--- src/rtl/avs_frame_scheduler.sv ---
// avs_frame_scheduler
//   Front-end sequencer for the AVS detection DSP. It takes one
//   (vectorx, vectory, pressure) sample per accepted strobe. One shared
//   16x16 signed multiplier forms p*vx, p*vy and p*p over three cycles.
//   The products are accumulated over FRAME_LEN samples. At frame end
//   the sums are published with a one-cycle out_valid pulse.
//
// Ports
//   clock, reset       rising-edge clock, async active-low reset
//   sync_clr           synchronous abort of the current frame and sample
//   in_valid/in_ready  sample handshake; in_ready is high only in IDLE
//   vectorx/vectory    signed particle velocity, x and y
//   pressure           signed pressure
//   out_valid          one-cycle pulse; intens_x/intens_y/energy are new
//   intens_x/intens_y  sum of p*vx and p*vy over the frame
//   energy             sum of p*p over the frame
//   overrun            sticky: a sample was offered while in_ready=0
module avs_frame_scheduler #(
  parameter int FRAME_LEN = 256,
  parameter int ACC_W     = 40
) (
  input  logic                    clock,
  input  logic                    reset,
  input  logic                    sync_clr,
  input  logic                    in_valid,
  output logic                    in_ready,
  input  logic signed [15:0]      vectorx,
  input  logic signed [15:0]      vectory,
  input  logic signed [15:0]      pressure,
  output logic                    out_valid,
  output logic signed [ACC_W-1:0] intens_x,
  output logic signed [ACC_W-1:0] intens_y,
  output logic signed [ACC_W-1:0] energy,
  output logic                    overrun
);

  localparam int CW = $clog2(FRAME_LEN);

  typedef enum logic [2:0] {IDLE, MUL_X, MUL_Y, MUL_P, DUMP} state_t;

  typedef struct packed {
    logic [15:0] vx;
    logic [15:0] vy;
    logic [15:0] p;
  } sample_t;

  state_t                  state, nxt;
  sample_t                 smp;
  logic [CW-1:0]           cnt;
  logic signed [ACC_W-1:0] acc_x, acc_y, acc_e;
  logic signed [15:0]      opb;
  logic signed [31:0]      prod;
  logic signed [ACC_W-1:0] prod_ext;
  logic                    accept;
  logic                    last_smp;

  assign accept   = in_valid & in_ready;
  assign last_smp = (cnt == CW'(FRAME_LEN - 1));

  // Single multiplier. Pressure is always one operand, and the state
  // picks the other. (-32768)^2 = 2^30 still fits a signed 32-bit product.
  always_comb begin
    opb = $signed(smp.p);
    case (state)
      MUL_X:   opb = $signed(smp.vx);
      MUL_Y:   opb = $signed(smp.vy);
      default: opb = $signed(smp.p);
    endcase
  end

  assign prod     = $signed(smp.p) * opb;
  assign prod_ext = {{(ACC_W-32){prod[31]}}, prod};

  always_comb begin
    nxt = state;
    if (sync_clr) nxt = IDLE;
    else begin
      case (state)
        IDLE:    if (accept) nxt = MUL_X;
        MUL_X:   nxt = MUL_Y;
        MUL_Y:   nxt = MUL_P;
        MUL_P:   nxt = last_smp ? DUMP : IDLE;
        DUMP:    nxt = IDLE;
        default: nxt = IDLE;
      endcase
    end
  end

  always_ff @(posedge clock or negedge reset) begin
    if (!reset) begin
      state     <= IDLE;
      in_ready  <= 1'b0;
      smp       <= '0;
      cnt       <= '0;
      acc_x     <= '0;
      acc_y     <= '0;
      acc_e     <= '0;
      intens_x  <= '0;
      intens_y  <= '0;
      energy    <= '0;
      out_valid <= 1'b0;
      overrun   <= 1'b0;
    end else begin
      state     <= nxt;
      // Registered decode: ready whenever the next state is IDLE.
      in_ready  <= (nxt == IDLE);
      out_valid <= 1'b0;
      if (sync_clr) begin
        smp     <= '0;
        cnt     <= '0;
        acc_x   <= '0;
        acc_y   <= '0;
        acc_e   <= '0;
        overrun <= 1'b0;
      end else begin
        if (in_valid && !in_ready) overrun <= 1'b1;
        case (state)
          IDLE:  if (accept) smp <= '{vx: vectorx, vy: vectory, p: pressure};
          MUL_X: acc_x <= acc_x + prod_ext;
          MUL_Y: acc_y <= acc_y + prod_ext;
          MUL_P: begin
            acc_e <= acc_e + prod_ext;
            if (!last_smp) cnt <= cnt + 1'b1;
          end
          DUMP: begin
            intens_x  <= acc_x;
            intens_y  <= acc_y;
            energy    <= acc_e;
            acc_x     <= '0;
            acc_y     <= '0;
            acc_e     <= '0;
            cnt       <= '0;
            out_valid <= 1'b1;
          end
          default: ;
        endcase
      end
    end
  end

endmodule
--- config.mk ---
export PLATFORM = sky130hd
export DESIGN_NAME = avs_frame_scheduler
export DESIGN_NICKNAME = d
export VERILOG_FILES = /design/src/rtl/avs_frame_scheduler.sv
export SDC_FILE = /design/constraint.sdc
export NUM_CORES = 1
export LEC_CHECK = 0
export ABC_AREA = 0
export CAP_MARGIN = 20
export CORE_MARGIN = 3
export CORE_UTILIZATION = 55
export CTS_CLUSTER_SIZE = 16
export DETAILED_ROUTE_END_ITERATION = 12
export PLACE_DENSITY = 0.74
export SETUP_SLACK_MARGIN = 0.02
export SYNTH_ARGS = -nofsm -noshare
export SYNTH_HDL_FRONTEND = slang
export SYNTH_SLANG_ARGS = --single-unit
export TNS_END_PERCENT = 20
--- constraint.sdc ---
create_clock -name clock -period 14.3 [get_ports clock]
set_input_delay 2.86 -clock clock [delete_from_list [all_inputs] [get_ports clock]]
set_output_delay 2.86 -clock clock [all_outputs]
set_load 0.01 [all_outputs]
# == Word-level counts from Yosys, hierarchy flattened ==
# Cells that the tools add are included.
# totals
output_inout_bits,123
register_bits,302
inputBits,52
# classes
reduce_logical,13
n_mul,1
eq_ne,6
muxes,21
bitwise_logic,2
add_sub_neg,4
# ops
cell,count
case mux 40 bit (2 select lines),3
2-to-1 mux 48 bit,3
adder 40 x 32 -> 40 bit,3
2-to-1 mux 40 bit,3
multiplier 16 x 16 -> 32 bit,1
case mux 16 bit (2 select lines),1
2-to-1 mux 8 bit,2
case mux 8 bit (2 select lines),1
case mux 3 bit (4 select lines),1
2-to-1 mux 3 bit,3
nonzero test 3 bit,3
adder 8 x 1 -> 8 bit (second input constant),1
equality test 8 bit (second input constant),1
equality test 3 x 2 -> 1 bit (second input constant),2
logical NOT 3 bit,2
AND reduction 2 bit,3
nonzero test 2 bit,3
2-to-1 mux 1 bit,4
equality test 3 x 1 -> 1 bit (second input constant),1
equality test 3 bit (second input constant),1
!= test 3 bit (second input constant),1
AND 1 bit,1
logical AND 1 bit,1
logical NOT 1 bit,1
inverter 1 bit,1

# == Depth between registers and ports, before layout ==
# Gate-level depths: netlist (run 1).
# depth
ltp_word,6
ltp_mapped,46
mapped_depth_nobuf,44

# == Worst setup path after synthesis (run 1) ==
# OpenSTA, ideal clock, no wires.
# synth_path
path_kind,flip-flop to flip-flop
startpoint,register state[0]
endpoint,register acc_x[38]
slack_ns,4.967
synth_period_minus_slack_ns,9.333
t_arrival_ns,9.212
stages_incl_launch_ff,43
setup_time_ns,0.121
required_ns,14.179
cell_sequence,dfrtp_1 nand2b_1 nor2_1 clkbuf_1 buf_1 a22o_1 a21o_1 clkbuf_1 nand2_1 fa_1 inv_1 fa_1 fa_1 fa_1 fa_1 inv_1 fa_1 inv_1 [... 7 more ...] o21ai_0 nand2b_1 a21oi_1 xnor2_1 ha_1 a21o_1 a21oi_1 nor2_1 nor2_1 nand3b_1 o21ai_1 o211ai_1 a21oi_1 o21ai_1 a211oi_1 o21ai_0 xor2_1 a22o_1
# synth_between
elab_chain_len,6
# synth_lines
element,line,text
from (decl),47,"state_t state, nxt;"
from (signal assigned),104,state <= nxt;
equality test 3 x 2 -> 1 bit or equality test 3 x 1 -> 1 bit (tied branches),"64, 117",
case mux 16 bit (2 select lines),64,case (state)
multiplier 16 x 16 -> 32 bit,71,assign prod = $signed(smp.p) * opb;
adder 40 x 32 -> 40 bit,119,MUL_X: acc_x <= acc_x + prod_ext;
case mux 40 bit (2 select lines),117,case (state)
2-to-1 mux 40 bit,108,if (sync_clr) begin
to (signal assigned),119,
to (decl),50,"logic signed [ACC_W-1:0] acc_x, acc_y, acc_e;"
# Several ways; a longest one is shown, not always the timed one.
# A chain may end at the register's enable or synchronous reset.

# == Worst setup path after layout (run 1) ==
# layout_path
startpoint,register state[0]
endpoint,register acc_y[36]
# layout_between
elab_chain_len,6
# layout_lines
element,line,text
equality test 3 x 2 -> 1 bit or equality test 3 x 1 -> 1 bit (tied branches),"64, 117",
case mux 16 bit (2 select lines),64,
multiplier 16 x 16 -> 32 bit,71,
adder 40 x 32 -> 40 bit,120,MUL_Y: acc_y <= acc_y + prod_ext;
case mux 40 bit (2 select lines),117,
2-to-1 mux 40 bit,108,
to (signal assigned),120,
to (decl),50,
# Several ways; a longest one is shown, not always the timed one.

==> impl_metrics.ini, run 1 <==
[yosys]
synth_enable_flop_cells = 0
ys_ff_latch = 302
synth_area_leaders = dfrtp_1 28%, fa_1 20%, ha_1 9.6%
ys_warn_count = 0
synth-async-reset-ratio_pct = 100
synth.cell_area_mm2 = 0.0270
syn_nets = 3315
synth.avg_cell_area_um2 = 9.66
ys.flop_type = dfrtp_1
synth.top_cells.by_count = 342 x inv_1, 330 x nand2_1, 302 x dfrtp_1
synth.top_cell.area_share_pct = 28.0
synth.most_common_cell = inv_1
synthCells = 2792
ys_seq_area_share_pct = 28.0
synth_top_area_cell = dfrtp_1
ys_types = 73

[pwr]
powerDensity_mw_per_mm2 = 114
power.static_leakage_nw = 15.3
peakVddDrop_uv = 76.8

[floorplan]
rows = 80
die_w_um = 227
die_area_mm2 = 0.0517
initial_core_util_pct = 56.0
pin_count = 175
chipHeight_um = 227
core_area_mm2 = 0.0481

[flow_run]
cap_violations = 0

[routing]
dr.max_layer_used = met4
drt-total-wl_um = 68900
wl_met1_um = 30200
drtPass1Iterations = 6
met2_length_um = 32200
wl_per_cell_um = 19.1
drc_errors = 0
drt.antenna.violating_nets = 0
drt_iter0_drc = 1543
vias = 20600
vias_per_cell = 5.71
met3_length_um = 4650

[timing]
report.final.slew_viol_count = 0
fin_tns_setup_ns = 0
fmax_ghz = 0.0911
tightest_slew_ns = 1.06
period_share_pct = 76.8
rsz0062_at_grt = false
fin_skew_ns = 0.0195
hold_violations = 0
slew_headroom_pct = 29.1
finalSetupViolations = 0
layout_setup_ws_ns = 3.32
finalCriticalPeriod_ns = 10.98

[place]
pre_cts_slack_ns = 3.48
dpl.hpwl_um = 52800
place_congestion = 0.925
io_buffer_count = 174

[worst_setup_path]
critPathMaxFanout = 24
crit_path_start_kind = register
crit_arrival_ns = 11.39
cp_common_cell = fa_1
crit_type = reg -> reg
crit_slowest_cell = fa_1
cpPeakStageDelay_ns = 0.56
cp-end-kind = register
worstPathRequired_ns = 14.71

[cts]
htree_levels = 2
ctsResizeCount = 0
postCtsHoldBufs = 0
clk_pin_slew_ns = 0.06
cts_setup_buffers = 0
clock_path_buffers = 3
clock_latency_ns = 0.55
cts_tree = done
cts_buffers = 36
root_buffer = clkbuf_16
cts.sinks = 302

[final_layout]
final_layout_size_suffix_gt1_share_pct = 8.10
n_fill_cell = 3914
syn_to_final_growth_pct = 13.1
utilization_pct = 63.4
nets = 3448

[grt]
grt_first_pass_wirelength_um = 113000
grt_pass1_vias = 21300
grt_overflow = 0
grt_max_degree = 159
track_usage_pct = 27.5
antenna_found_initial = 1

[worst_hold_path]
hold_path.class = reg -> reg

[status]
outcome = finished, final reports clean
==> report_power, final <==
part           total (W)  switching (W)  internal, W
Clock           0.000903       0.000371     0.000532
Sequential      0.000978      0.0000761     0.000902
Combinational    0.00159       0.000987     0.000598
==> flip-flops by register name, indices dropped and copies added (netlist names) <==
name	flops
energy	40
in_ready	1
out_valid	1
state	3
overrun	1
smp	48
acc_e	40
intens_x	40
acc_x	40
acc_y	40
cnt	8
intens_y	40
==> placed cells by master (no fill, tap or decap), types with 7 or more instances in the layout <==
cell and count:
a21o_1 80, a22o_1 49, o21bai_1 21, a31oi_1 15
xor2_1 51, ha_1 206, o21ai_1 7, o21a_1 20
dfrtp_1 302, o31ai_1 12, nand2b_1 31, and2_1 58
clkinv_2 7, clkbuf_1 9, and3_1 15, fa_1 265
xnor2_1 80, or2_2 10, nand2_1 330, mux2_2 120
nor2_1 102, o21ai_0 128, a211oi_1 11, a21oi_1 187
nor3_1 17, nand4_1 12, a21boi_0 14, o211ai_1 7
a22oi_1 8, clkdlybuf4s50_1 172, nand3_1 25, inv_1 342
clkbuf_16 38, buf_4 23, nor2b_1 79, or3_1 9
==> cell type report <==
cell class / count / area, um^2 / area share (%)
flip-flops and latches: 302 / 7560 / 24.8
diodes: 1 / 2.50 / 0.00820
repair buffers: 198 / 1930 / 6.34
inverters: 342 / 1280 / 4.21
multi-input cells: 2045 / 17800 / 58.2
well taps: 656 / 821 / 2.69
clock buffers: 52 / 1050 / 3.45
clock inverters: 11 / 101 / 0.332
==> cells by family after synthesis <==
group,after synthesis,share of synthesized area (%)
flops,302,28.0
fa+ha+maj,471,29.2
compound gates,610,14.8
xor+xnor,133,4.37
buf+inv,445,6.20
mux,124,5.18
simple gates,707,12.3
==> critical path: cells and delay by family, from the launching register on <==
kind | cells | cell delay (ns)
AOI/OAI and AO/OA | 16 | 3.62
xor gates and xnor gates | 2 | 0.64
adders and majority gates | 8 | 3.77
buffers and inverters | 6 | 0.72
DFF | 1 | 0.41
and+or+nand+nor | 9 | 1.67
==> routing by layer <==
layer,vias to the layer above,track usage (%)
met2,648,44.7
li1,9549,-
met4,0,7.67
met1,10300,37.8
met5,-,0
met3,130,5.49
==> final timing paths <==
check,endpoint,startpoint,depth (start not counted),slack [ns]
setup / recovery,acc_y[36],state[0],41,3.32
setup reg to reg,acc_y[36],state[0],41,3.32
min in group asynchronous,energy[33],reset,1,2.32
max in group asynchronous,smp[11],reset,2,10.58
hold / removal,overrun,overrun,2,0.50
hold reg to reg,overrun,overrun,2,0.50
==> per-stage QoR <==
stage	area, um^2	power, W	hold WS, ns	instances
finish	30500	0.00347	0.504	3607
global route	30500	0.00369	0.520	3607
CTS	30500	0.00348	0.506	3605
detailed placement	29400	0.00255	0.494	3542
global placement	29400	0.00251	0.480	3541
floorplan	27000	0.00210	0.445	2792
(Power assumes the default switching activity.)
==> inputs of run 2 (changes only) <==
- clock period: 14.3 -> 10.4 ns (I/O delays scaled with it)
==> run 2 against run 1 <==
Maximum frequency increased by 11%. Critical path depth is 1 higher. Hold slack got worse by 0.034 ns. Clock skew up 0.0077 ns. Largest cell class unchanged.
==> impl_metrics.ini, run 2 (synthesis results as in run 1) <==
[status]
outcome = finished, final reports clean

[worst_setup_path]
r2r_end = acc_x[38]
path_depth = 42
cp-end-kind = register
worstPathRequired_ns = 10.83
crit_slowest_cell = fa_1
timing.rr.start = state[1]
r2r_cells = 42
critPathMaxFanout = 15
crit_arrival_ns = 10.34
cpPeakStageDelay_ns = 0.53
cp_common_cell = fa_1
path_delay_family = compound AO/OA/AOI/OAI gates
worst-r2r-setup-slack_ns = 0.50
crit_type = reg -> reg
cp_num_buf_inv = 6
crit_path_start_kind = register

[timing]
fmax_ghz = 0.101
fin_tns_setup_ns = 0
finalCriticalPeriod_ns = 9.90
slew_headroom_pct = 34.3
tightest_slew_ns = 0.985
report.final.slew_viol_count = 0
period_share_pct = 95.2
fin_skew_ns = 0.0272
finalSetupViolations = 0
hold_violations = 0

[floorplan]
pin_count = 175
core_area_mm2 = 0.0481
chipHeight_um = 227
initial_core_util_pct = 56.0
die_area_mm2 = 0.0517
die_w_um = 227
rows = 80

[final_layout]
final_cell_mix = 341 x inv_1, 326 x nand2_1, 302 x dfrtp_1
n_antenna_cell = 0
mostFrequentLayoutCell = inv_1
nets = 3482
syn_to_final_growth_pct = 15.9
n_fill_cell = 3764
final_layout_size_suffix_gt1_share_pct = 10.2
final_area_mm2 = 0.0313
top_register = smp
largest_reg_flops = 48

[place]
io_buffer_count = 174
dpl-instance-area_mm2 = 0.0295
dpl.hpwl_um = 53900
place_congestion = 0.979

[grt]
grt_overflow = 0
track_usage_pct = 28.0
globalRouteMet1Util_pct = 38.0
grt_first_pass_wirelength_um = 116000
grt.met3_usage_pct = 5.65
antenna_found_initial = 0
grt_max_degree = 171
grt_pass1_vias = 21700
busiest_layer = met2
grt_util_met2_pct = 45.8

[worst_hold_path]
holdPathStages = 1
hold_path_end = acc_x[39]
min-delay-start = acc_x[39]
hold_path.class = reg -> reg

[pwr]
powerDensity_mw_per_mm2 = 165
p_int_w = 0.00313
peakVddDrop_uv = 152
p_comb_share_pct = 44.2
power.static_leakage_nw = 15.7
switchingPower_w = 0.00203
pwr-share-clk_pct = 30.3
pwr-share-seq_pct = 25.5
switching_share_pct = 39.3

[cts]
cts_tree = done
root_buffer = clkbuf_16
htree_levels = 2
cts_buffers = 36
clock_latency_ns = 0.57
clk_pin_slew_ns = 0.07
clock_path_buffers = 3
cts.sinks = 302

[routing]
drt.antenna.violating_nets = 0
wl_per_cell_um = 19.3
drtPass1Iterations = 6
drc_errors = 0
drt_iter0_drc = 1599
vias = 20800
drt-total-wl_um = 70200
vias_per_cell = 5.72

[flow_run]
cap_violations = 0
-- run 2: cell types whose count changed in the layout (fill, tap and decap cells not counted), moves of 4 or more --
cell       previous run  this run
a21o_1               80        74
a21o_4                0         4
buf_4                23        53
bufinv_16             1        12
clkbuf_1              9         5
clkbuf_8              5         9
clkinv_2              7         1
nand2_1             330       326
nand2_2               0         4
-- run 2: worst max path at each step --
stage | startpoint | endpoint | slack [ns]
CTS | state[0] | acc_x[38] | 0.05
global route | state[1] | acc_x[38] | -0.02
floorplan | state[0] | acc_x[38] | 1.07
global placement | state[1] | acc_x[38] | 0.20
detailed placement | state[1] | acc_x[38] | -0.15
finish | state[1] | acc_x[38] | 0.50
-- run 2: metrics by stage --
| step | power (W) | setup slack (ns) | util (%) | cells | hold slack (ns) |
|---|---|---|---|---|---|
| floorplan | 0.00289 | 1.07 | - | 2792 | 0.445 |
| global placement | 0.00348 | 0.202 | 61.3 | 3564 | 0.463 |
| detailed placement | 0.00353 | -0.152 | 61.3 | 3564 | 0.467 |
| CTS | 0.00514 | 0.0474 | 64.4 | 3630 | 0.475 |
| global route | 0.00550 | -0.0206 | 65.0 | 3643 | 0.506 |
| finish | 0.00516 | 0.496 | 65.0 | 3643 | 0.471 |
-- run 2: what timing repair did --
action,in CTS,in global routing
pin swaps,0,5
gates resized for setup,8,34
hold buffers,0,0
endpoints found under the setup margin,9,25
buffers inserted,0,12
-- run 2: final cells by class --
type	count	area, um^2	area share, %
clock buffer	51	1070	3.42
clock inverter	15	412	1.32
inverter	342	1290	4.12
multi-input combinational	2045	17900	57.3
sequential	302	7560	24.2
tap	656	821	2.62
timing repair buffer	232	2220	7.10
-- run 2: per-layer routing --
| layer | routed length (um) | vias to the layer above |
|---|---|---|
| met1 | 30000 | 10400 |
| met5 | 0 | - |
| met2 | 33000 | 704 |
| li1 | - | 9600 |
| met3 | 4920 | 131 |
| met4 | 2220 | 0 |
-- run 2: power by group through the flow --
| stage | Clock [W] | Sequential, W | Combinational (W) |
|---|---|---|---|
| 4_1_cts | 0.00159 | 0.00131 | 0.00224 |
| 3_5_place_dp | 0 | 0.00133 | 0.00220 |
| 5_1_grt | 0.00164 | 0.00132 | 0.00254 |
| 6_report | 0.00156 | 0.00131 | 0.00228 |
| 3_3_place_gp | 0 | 0.00133 | 0.00215 |
| 2_1_floorplan | 0 | 0.00130 | 0.00159 |
-- run 2: worst register-to-register path: cells and delay by family, from the launching register on --
family,cells,cell delay [ns]
buffers and inverters,6,0.48
AOI/OAI and AO/OA,18,3.76
and+or+nand+nor,8,1.08
adders and majority gates,8,3.68
DFF,1,0.40
xor gates and xnor gates,2,0.37
